<file path="config.mk">
export PLATFORM = sky130hd
export DESIGN_NAME = cyclic_frame_ctrl
export DESIGN_NICKNAME = d
export VERILOG_FILES = /design/src/rtl/cyclic_frame_ctrl.sv
export SDC_FILE = /design/constraint.sdc
export NUM_CORES = 1
export LEC_CHECK = 0
export ABC_AREA = 0
export BUFFER_PORTS_ARGS = -buffer_cell sky130_fd_sc_hd__buf_2
export CAP_MARGIN = 5
export CORE_MARGIN = 2
export CORE_UTILIZATION = 50
export CTS_CLUSTER_DIAMETER = 30
export DETAILED_ROUTE_END_ITERATION = 12
export HOLD_SLACK_MARGIN = 0.02
export PLACE_DENSITY = 0.73
export SLEW_MARGIN = 10
export SYNTH_ARGS = -nofsm -noshare
export SYNTH_HDL_FRONTEND = slang
export SYNTH_SLANG_ARGS = --single-unit
</file>
<file path="constraint.sdc">
create_clock -name clk -period 4.1 [get_ports clk]
set_input_delay 0.205 -clock clk [delete_from_list [all_inputs] [get_ports clk]]
set_output_delay 0.205 -clock clk [all_outputs]
set_load 0.02 [all_outputs]
</file>
<file path="src/rtl/cyclic_frame_ctrl.sv">
// cyclic_frame_ctrl: frame sequencer for a serial systematic cyclic encoder.
// Each accepted K-bit word produces one frame. The encoder is cleared for one
// cycle, then fed the message MSB-first for K cycles, then fed N-K zeros so
// that it shifts out its parity. The encoder's serial output is realigned
// into a framed codeword stream.
//
// Ports:
//   clk, reset             clock, synchronous active-high reset
//   data_in/data_valid     K-bit message word and its valid
//   data_ready             word accepted this cycle when data_valid is high
//   enc_enable/enc_reset   encoder clock enable / clear
//   enc_in                 serial bit to encoder
//   enc_out                serial codeword bit from encoder (ENC_LAT cycles behind enc_in)
//   code_out/code_valid    registered codeword bit and qualifier
//   code_sof/code_eof      first / last bit of the codeword
//   busy                   frame in progress or output pipeline non-empty
//
// Optional build macro CYC_CTRL_ERR_INJ_EN adds inj_en/inj_pos: sampled at
// word acceptance, they invert the codeword bit at transmit index inj_pos.
module cyclic_frame_ctrl #(
  parameter int unsigned K       = 11,
  parameter int unsigned N       = 15,
  parameter int unsigned ENC_LAT = 1
) (
  input  logic         clk,
  input  logic         reset,
  input  logic [K-1:0] data_in,
  input  logic         data_valid,
  output logic         data_ready,
  output logic         enc_enable,
  output logic         enc_reset,
  output logic         enc_in,
  input  logic         enc_out,
  output logic         code_out,
  output logic         code_valid,
  output logic         code_sof,
  output logic         code_eof,
  output logic         busy
`ifdef CYC_CTRL_ERR_INJ_EN
  ,
  input  logic                 inj_en,
  input  logic [$clog2(N)-1:0] inj_pos
`endif
);

  localparam int unsigned CW     = $clog2(N);
  localparam int unsigned TW     = 4;
  localparam int unsigned T_V    = 3;
  localparam int unsigned T_SOF  = 2;
  localparam int unsigned T_EOF  = 1;
  localparam int unsigned T_FLIP = 0;

  typedef enum logic [1:0] {
    S_IDLE   = 2'd0,
    S_CLR    = 2'd1,
    S_DATA   = 2'd2,
    S_PARITY = 2'd3
  } state_e;

  state_e         state_q, state_d;
  logic [CW-1:0]  cnt_q, cnt_d;
  logic [K-1:0]   sr_q, sr_d;
  logic           accept;
  logic           last_par;
  logic [TW-1:0]  tag_now;
  logic [TW-1:0]  tag_al;
  logic           pipe_busy;
  logic           code_bit_q, code_bit_d;
  logic           code_valid_q, code_valid_d;
  logic           code_sof_q, code_sof_d;
  logic           code_eof_q, code_eof_d;

`ifdef CYC_CTRL_ERR_INJ_EN
  logic           inj_en_q, inj_en_d;
  logic [CW-1:0]  inj_pos_q, inj_pos_d;
`endif

  // Next-state, counter, shift register and encoder-side outputs
  always_comb begin
    state_d    = state_q;
    cnt_d      = cnt_q;
    sr_d       = sr_q;
    accept     = 1'b0;
    data_ready = 1'b0;
    enc_enable = 1'b0;
    enc_reset  = 1'b0;
    enc_in     = 1'b0;
    last_par   = (state_q == S_PARITY) && (cnt_q == CW'(N - 1));
`ifdef CYC_CTRL_ERR_INJ_EN
    inj_en_d   = inj_en_q;
    inj_pos_d  = inj_pos_q;
`endif
    unique case (state_q)
      S_IDLE: begin
        data_ready = 1'b1;
        if (data_valid) begin
          accept  = 1'b1;
          state_d = S_CLR;
        end
      end
      S_CLR: begin
        enc_reset = 1'b1;
        cnt_d     = '0;
        state_d   = S_DATA;
      end
      S_DATA: begin
        enc_enable = 1'b1;
        enc_in     = sr_q[K-1];
        sr_d       = sr_q << 1;
        cnt_d      = cnt_q + 1'b1;
        if (cnt_q == CW'(K - 1)) state_d = S_PARITY;
      end
      S_PARITY: begin
        enc_enable = 1'b1;
        cnt_d      = cnt_q + 1'b1;
        // Final parity slot doubles as the acceptance slot for back-to-back frames
        if (last_par) begin
          data_ready = 1'b1;
          if (data_valid) begin
            accept  = 1'b1;
            state_d = S_CLR;
          end else begin
            state_d = S_IDLE;
          end
        end
      end
      default: state_d = S_IDLE;
    endcase
    if (accept) begin
      sr_d = data_in;
`ifdef CYC_CTRL_ERR_INJ_EN
      inj_en_d  = inj_en;
      inj_pos_d = inj_pos;
`endif
    end
    if (reset) begin
      data_ready = 1'b0;
      enc_enable = 1'b0;
      enc_reset  = 1'b1;
      enc_in     = 1'b0;
    end
  end

  // Frame control registers
  always_ff @(posedge clk) begin
    if (reset) begin
      state_q <= S_IDLE;
      cnt_q   <= '0;
      sr_q    <= '0;
    end else begin
      state_q <= state_d;
      cnt_q   <= cnt_d;
      sr_q    <= sr_d;
    end
  end

`ifdef CYC_CTRL_ERR_INJ_EN
  always_ff @(posedge clk) begin
    if (reset) begin
      inj_en_q  <= 1'b0;
      inj_pos_q <= '0;
    end else begin
      inj_en_q  <= inj_en_d;
      inj_pos_q <= inj_pos_d;
    end
  end
`endif

  // Tag for the bit entering the encoder this cycle; the counter equals the transmit index
  always_comb begin
    tag_now = '0;
    if (enc_enable) begin
      tag_now[T_V]   = 1'b1;
      tag_now[T_SOF] = (state_q == S_DATA) && (cnt_q == '0);
      tag_now[T_EOF] = last_par;
`ifdef CYC_CTRL_ERR_INJ_EN
      // Flip decided at drive time so a later acceptance cannot disturb bits in flight
      tag_now[T_FLIP] = inj_en_q && (cnt_q == inj_pos_q);
`endif
    end
  end

  // Delay tags by ENC_LAT so they line up with the encoder's output bit
  if (ENC_LAT == 0) begin : g_no_pipe
    assign tag_al    = tag_now;
    assign pipe_busy = 1'b0;
  end else begin : g_pipe
    localparam int unsigned PW = ENC_LAT * TW;
    localparam logic [PW-1:0] VMASK = {ENC_LAT{TW'(1 << T_V)}};
    logic [PW-1:0] pipe_q, pipe_d;

    always_comb begin
      pipe_d = (pipe_q << TW) | PW'(tag_now);
    end

    always_ff @(posedge clk) begin
      if (reset) pipe_q <= '0;
      else       pipe_q <= pipe_d;
    end

    assign tag_al    = pipe_q[PW-1 -: TW];
    assign pipe_busy = |(pipe_q & VMASK);
  end

  // Output stage: capture enc_out together with its aligned tag
  always_comb begin
    code_valid_d = tag_al[T_V];
    code_sof_d   = tag_al[T_SOF];
    code_eof_d   = tag_al[T_EOF];
    code_bit_d   = tag_al[T_V] & (enc_out ^ tag_al[T_FLIP]);
  end

  always_ff @(posedge clk) begin
    if (reset) begin
      code_bit_q   <= 1'b0;
      code_valid_q <= 1'b0;
      code_sof_q   <= 1'b0;
      code_eof_q   <= 1'b0;
    end else begin
      code_bit_q   <= code_bit_d;
      code_valid_q <= code_valid_d;
      code_sof_q   <= code_sof_d;
      code_eof_q   <= code_eof_d;
    end
  end

  // Outputs forced quiet in any reset cycle, including the first one
  assign code_out   = code_bit_q   & ~reset;
  assign code_valid = code_valid_q & ~reset;
  assign code_sof   = code_sof_q   & ~reset;
  assign code_eof   = code_eof_q   & ~reset;
  assign busy       = ~reset & ((state_q != S_IDLE) | pipe_busy | code_valid_q);

endmodule

</file>
# == Word level (Yosys, flattened, before mapping) ==
# Cells that the tools add are included.
# op_classes
addsub,1
div_mod_pow,0
n_reduce_logical,10
mux,21
shifts,0
n_bitwise,11
order_cmp,0
mul,0
n_eq_ne,8
# op_table
op,count
two-way mux 11 bit,2
two-way mux 1 bit,11
"== test 4 bit, second input constant",2
one-hot mux 2 bit (4 select lines),1
one-hot mux 4 bit (2 select lines),1
bitwise AND 1 bit,6
two-way mux 2 bit,3
"inequality test 2 bit, second input constant",3
nonzero test 2 bit,3
"adder 4 x 1 -> 4 bit, second input constant",1
"== test 2 bit, second input constant",2
zero test 4 bit,1
one-hot mux 1 bit (2 select lines),2
OR reduction 2 bit,2
two-way mux 3 bit,1
AND reduction 3 bit,1
"== test 2 x 1 -> 1 bit, second input constant",1
logical AND 1 bit,2
zero test 2 bit,1
inverter 1 bit,2
bitwise OR 1 bit,2
XOR 1 bit,1
# word_totals
rom_bits,0
reg_bits,25
elab_cells,61
mem_count,0
ram_bits,0
input_bits,15
latch_bits,0
output_inout_bits,9

# == Logic depth before layout (Yosys ltp) ==
# logic_depth
ltp_word,6
mapped_depth,7
ltp_nobuf,6

# == Worst setup path after synthesis ==
# OpenSTA, ideal clock, no wires.
# synth_timing
kind,reg-to-output
from,reg state_q[1]
to,out data_ready
setup_slack_ns,2.538
t_arrival_ns,1.357
path_buffers,0
path_stages_with_launch,4
required_ns,3.895
path_cell_list,dfxtp_1 -> ha_1 -> a41o_1 -> nor3b_1
# synth_between
elab_chain_cells,5
word_cells_on_any_way,6
classes_between,1 x eq/ne; 3 x mux; 2 x reduce/logical
# synth_rtl
item,line,text
"start, declared",60,"state_e state_q, state_d;"
"start signal, assigned",151,state_q <= state_d;
== test 2 bit,"88, 93",
logical AND 1 bit,88,last_par = (state_q == S_PARITY) && (cnt_q == CW'(N - 1));
two-way mux 1 bit,117,if (last_par) begin
one-hot mux 1 bit (2 select lines) *,93,unique case (state_q)
two-way mux 1 bit *,136,if (reset) begin
"end, declared",29,"output logic data_ready,"
# Mark *: on every way between the ends. The rest lies on a longest branch, timed or not.

# == Worst setup path after layout ==
# layout_timing
from,reg state_q[0]
to,out enc_enable
# layout_between
elab_chain_cells,4
word_cells_on_any_way,5
classes_between,2 x eq/ne; 2 x mux; 1 x reduce/logical
# layout_rtl
item,line,text
== test 2 bit,93,
OR reduction 2 bit (no source line) *,--,
two-way mux 1 bit *,93,
two-way mux 1 bit *,136,
"end, declared",30,"output logic enc_enable,"
# Marked as above.

==> summary by stage <==
Run status
The run finished with clean final reports.

Clocking
The clock passes through at most 2 buffers. TritonCTS built the clock tree. The post-CTS clock slew at the launch and capture registers of the worst setup and hold paths is between 100 and 150 ps.

Gates resized during post-CTS repair numbered 0. The count of H-tree levels built during CTS is 1. The cell sitting at the root of the clock tree is a sky130_fd_sc_hd__clkbuf_4. The number of buffers created by CTS is 3. The clock drives 24 sinks. For the worst-skew pair, the clock arrives at the later sink with an insertion delay of 310 ps.

The number of hold-repair buffers added at the cts stage is 0. The number of setup buffers added after CTS is 0.

Layout
The filler-free cell count of the finished design is 178. The number of antenna diodes is 0. The fraction of final layout cells sized beyond drive strength 1 is ~25%.

For this run, the post-layout net count is 174. The synthesis-to-layout area growth is 11.98%.

STA
The worst path uses a little under three fifths of the clock period. For this run, the top clock speed supported by timing is 435.1 MHz. Setup repair after global routing left no endpoint under its margin. The final setup violation count is 0.

The max-slew violation total from the final report is 0. The transition time of the tightest slew-check pin is 797.3 ps. The total negative setup slack is 0 ps. The worst relative slew slack is 46.72%.

The final setup slack of the worst path is 1802 ps. The clock tree skew after final layout is 3.973 ps. The worst hold-check slack is a little under 90 ps. The final number of hold-violating endpoints is 0. The time the final worst path needs with I/O delays and setup is 2298 ps.

Logic synthesis
The post-synthesis adder-cell area fraction is 8.188%. The synthesized netlist occupies a cell area of 1222 µm². The total of flip-flops plus latches after synthesis is 24.

Summing the sequential cell areas from Yosys gives about two fifths of the chip area. The xor/xnor share of the synthesized area is 0%. Synthesis produced a netlist whose cell count is between 100 and 150. Summing the areas of all compound-gate instances in the mapped netlist gives 18.73% of the synthesized area. The post-synthesis cell type count is 31. The number of warnings reported in the yosys synthesis log is 0. The fraction of the mapped netlist area in simple logic gates is 19.34%.

Synthesis produced a netlist with a net count of 153. After synthesis, the largest family of logic cells by area is simple AND/OR/NAND/NOR gates. The portion of synthesized area spent on multiplexers is under 10%. The average cell area after synthesis is between 9 and 10 µm².

Pwr
The sequential group share of total power is 39.0%. Dividing total power by cell area gives a power density of 651.5 nW/µm². Summed over all cells, the static leakage comes to 0.0005808 µW. Of the total power, combinational logic draws 47.5%. Across the VDD grid, the largest voltage drop is a little under 0.0005 V. The analysis attributes to net switching a power of 355.5 µW. The fraction of power spent switching nets is 39.87%. The power share of the clock group is 13.6%. Power comes to between 800 and 900 µW.

The internal portion of the total power is 536.3 µW.

Die
The total die area is approximately 2900 µm². The number of placed I/O pins is 24. In this run the vertical extent of the chip is 53.45 µm.

The initial cell density of the core is 54.22%. The core footprint is 2255 µm². The standard-cell row count is 17. The width of the die is 53.45 µm.

GRT
The first global-routing pass estimated 3857 µm of wire. The via count of the first global-routing pass is 921. The total global-route track usage is 18.46%.

The number of antenna violations at the first check in global routing was 0. The largest net degree at the start of global routing is 32. The overall overflow remaining after global route is 0.

Job
The total of max-cap violations is 0.

Detailed routing
The per-cell routed wire length is about 12 µm. After detailed routing, the number of vias per cell comes to about 5.3. The number of optimization iterations in the first detailed-route pass is 4. The number of DRC markers in iteration 0 is 21. The final wirelength is ~2200 µm.

In this run the remaining antenna-violating nets after routing total 0. The detailed router placed 944 vias in this run. For this run, design rule violations remaining after detail routing come to 0.

Placed design
OpenSTA, run right after detailed placement, puts the worst setup slack at about 2000 ps. The number of placed instances, taps included, is ~170. The count of input and output buffers is 23. Once detailed placement completed, the half-perimeter wirelength came to between 1500 and 2000 µm. The final weighted congestion in routability-driven placement is between 0.8 and 0.9.

Worst setup path
STA classifies the critical path endpoint as an output port. The biggest fanout along the worst timing path is 16. The cell count of the worst reg-to-reg path is 6. The beginning of the critical path is state_q[0]$_SDFFE_PP0P_.

The startpoint identified for the worst register-to-register timing path is state_q[1]$_SDFFE_PP0P_. The sort of element at the start of the critical path is a flop. The minimum setup slack among reg-to-reg paths is 2010 ps. STA puts the critical path data required time at 3890 ps. The worst reg2reg path endpoint is sr_q[2]$_SDFFE_PP0P_. The critical path is of the reg2out type. The end of the critical path is enc_enable. The endpoint arrival time on the critical path is 2090 ps.

Worst hold path
The path class of the tightest hold or removal check is in2reg.
[per-stage QoR]
step	util, %	cell area (µm²)
6_report	60.71	1369
5_1_grt	60.71	1369
4_1_cts	60.71	1369
3_5_place_dp	59.10	1333
3_3_place_gp	59.10	1333
2_1_floorplan	-	1222
[routing by layer]
metal  global-route usage [%]  wire length, µm
met5                        0                0
met4                    8.974               33
met3                    2.825               85
met2                    31.07             1055
met1                    22.65             1045
[cells by family (layout without fill, tap and decap cells)]
logic type	Yosys count	count (layout)
AND/OR/NAND/NOR	47	47
buffers and inverters	14	34
adder cells (fa/ha/maj)	8	8
AO/OA/AOI/OAI	26	26
flip-flops	24	24
multiplexers	11	11
[cells in the final DEF, fill, tap and decap left out, drive strengths merged, types with 2 or more instances in the layout]
| cell type | synthesis | routed |
|---|---|---|
| o21ai | 4 | 4 |
| clkbuf | 1 | 4 |
| nand2 | 6 | 6 |
| and2 | 2 | 2 |
| nor2 | 18 | 18 |
| buf | 6 | 23 |
| inv | 7 | 7 |
| mux2i | 11 | 11 |
| dfxtp | 24 | 24 |
| nand3 | 4 | 4 |
| a211oi | 11 | 11 |
| a21oi | 4 | 4 |
| ha | 8 | 8 |
| nor2b | 10 | 10 |
[power by group through the flow]
stage	Combinational [µW]	Sequential, µW	Clock [µW]
floorplan	365	340	0
global route	476	356	134
global placement	412	350	0
CTS	428	348	125
finish	423	347	121
detailed placement	427	353	0
[cell usage after synthesis]
master / instances / area (µm²)
sky130_fd_sc_hd__dfxtp_1: 24 / 480.5
sky130_fd_sc_hd__nor2_1: 18 / 67.56
sky130_fd_sc_hd__mux2i_1: 11 / 110.1
sky130_fd_sc_hd__a211oi_2: 10 / 125.1
sky130_fd_sc_hd__nor2b_1: 10 / 62.56
sky130_fd_sc_hd__ha_1: 8 / 100.1
sky130_fd_sc_hd__inv_1: 7 / 26.28
sky130_fd_sc_hd__nand2_1: 6 / 22.52
sky130_fd_sc_hd__a21oi_1: 4 / 20.02
sky130_fd_sc_hd__nand3_1: 4 / 20.02
sky130_fd_sc_hd__o21ai_0: 4 / 20.02
sky130_fd_sc_hd__buf_4: 3 / 22.52
sky130_fd_sc_hd__and2_1: 2 / 12.51
sky130_fd_sc_hd__buf_2: 2 / 10.01
sky130_fd_sc_hd__a211oi_1: 1 / 7.510
sky130_fd_sc_hd__a22oi_1: 1 / 7.510
sky130_fd_sc_hd__a41o_1: 1 / 10.01
sky130_fd_sc_hd__and3b_1: 1 / 8.760
sky130_fd_sc_hd__and4b_1: 1 / 10.01
sky130_fd_sc_hd__buf_1: 1 / 3.750
sky130_fd_sc_hd__clkbuf_1: 1 / 3.750
sky130_fd_sc_hd__nand2b_1: 1 / 6.260
sky130_fd_sc_hd__nand3b_1: 1 / 7.510
sky130_fd_sc_hd__nor3_1: 1 / 5.000
sky130_fd_sc_hd__nor3b_1: 1 / 7.510
sky130_fd_sc_hd__o21bai_1: 1 / 7.510
sky130_fd_sc_hd__o221ai_1: 1 / 8.760
sky130_fd_sc_hd__o22ai_1: 1 / 6.260
sky130_fd_sc_hd__o31ai_1: 1 / 7.510
sky130_fd_sc_hd__o41ai_1: 1 / 8.760
sky130_fd_sc_hd__or2_2: 1 / 6.260
[how the worst min path moves through the flow]
stage / startpoint / to / slack [ps] / cells past startpoint
finish: enc_out / code_bit_q$_SDFF_PP0_ / 90 / 2
global route: enc_out / code_bit_q$_SDFF_PP0_ / 90 / 2
CTS: enc_out / code_bit_q$_SDFF_PP0_ / 80 / 2
detailed placement: enc_out / code_bit_q$_SDFF_PP0_ / 410 / 2
global placement: enc_out / code_bit_q$_SDFF_PP0_ / 410 / 2
floorplan: reset / code_valid_q$_SDFF_PP0_ / 280 / 1
[area by class of cell]
| type | instances | area (µm²) |
|---|---|---|
| Clock buffer | 4 | 36.28 |
| Fill cell | 213 | 885.9 |
| Inverter | 7 | 26.28 |
| Multi-Input combinational cell | 92 | 675.6 |
| Sequential cell | 24 | 480.5 |
| Tap cell | 28 | 35.03 |
| Timing Repair Buffer | 23 | 115.1 |
[state kept, by name, summed over array words and instances (netlist names)]
name	count
cnt_q	4
code_bit_q	1
code_eof_q	1
code_sof_q	1
code_valid_q	1
g_pipe.pipe_q	3
sr_q	11
state_q	2
[critical path, stage by stage (launching register included)]
cell                       delay [ps]
sky130_fd_sc_hd__dfxtp_1          350
sky130_fd_sc_hd__inv_1            150
sky130_fd_sc_hd__ha_1             670
sky130_fd_sc_hd__o21bai_1         300
sky130_fd_sc_hd__inv_1            150
sky130_fd_sc_hd__buf_2            180
Note: power is estimated with default switching activity, not from simulation.
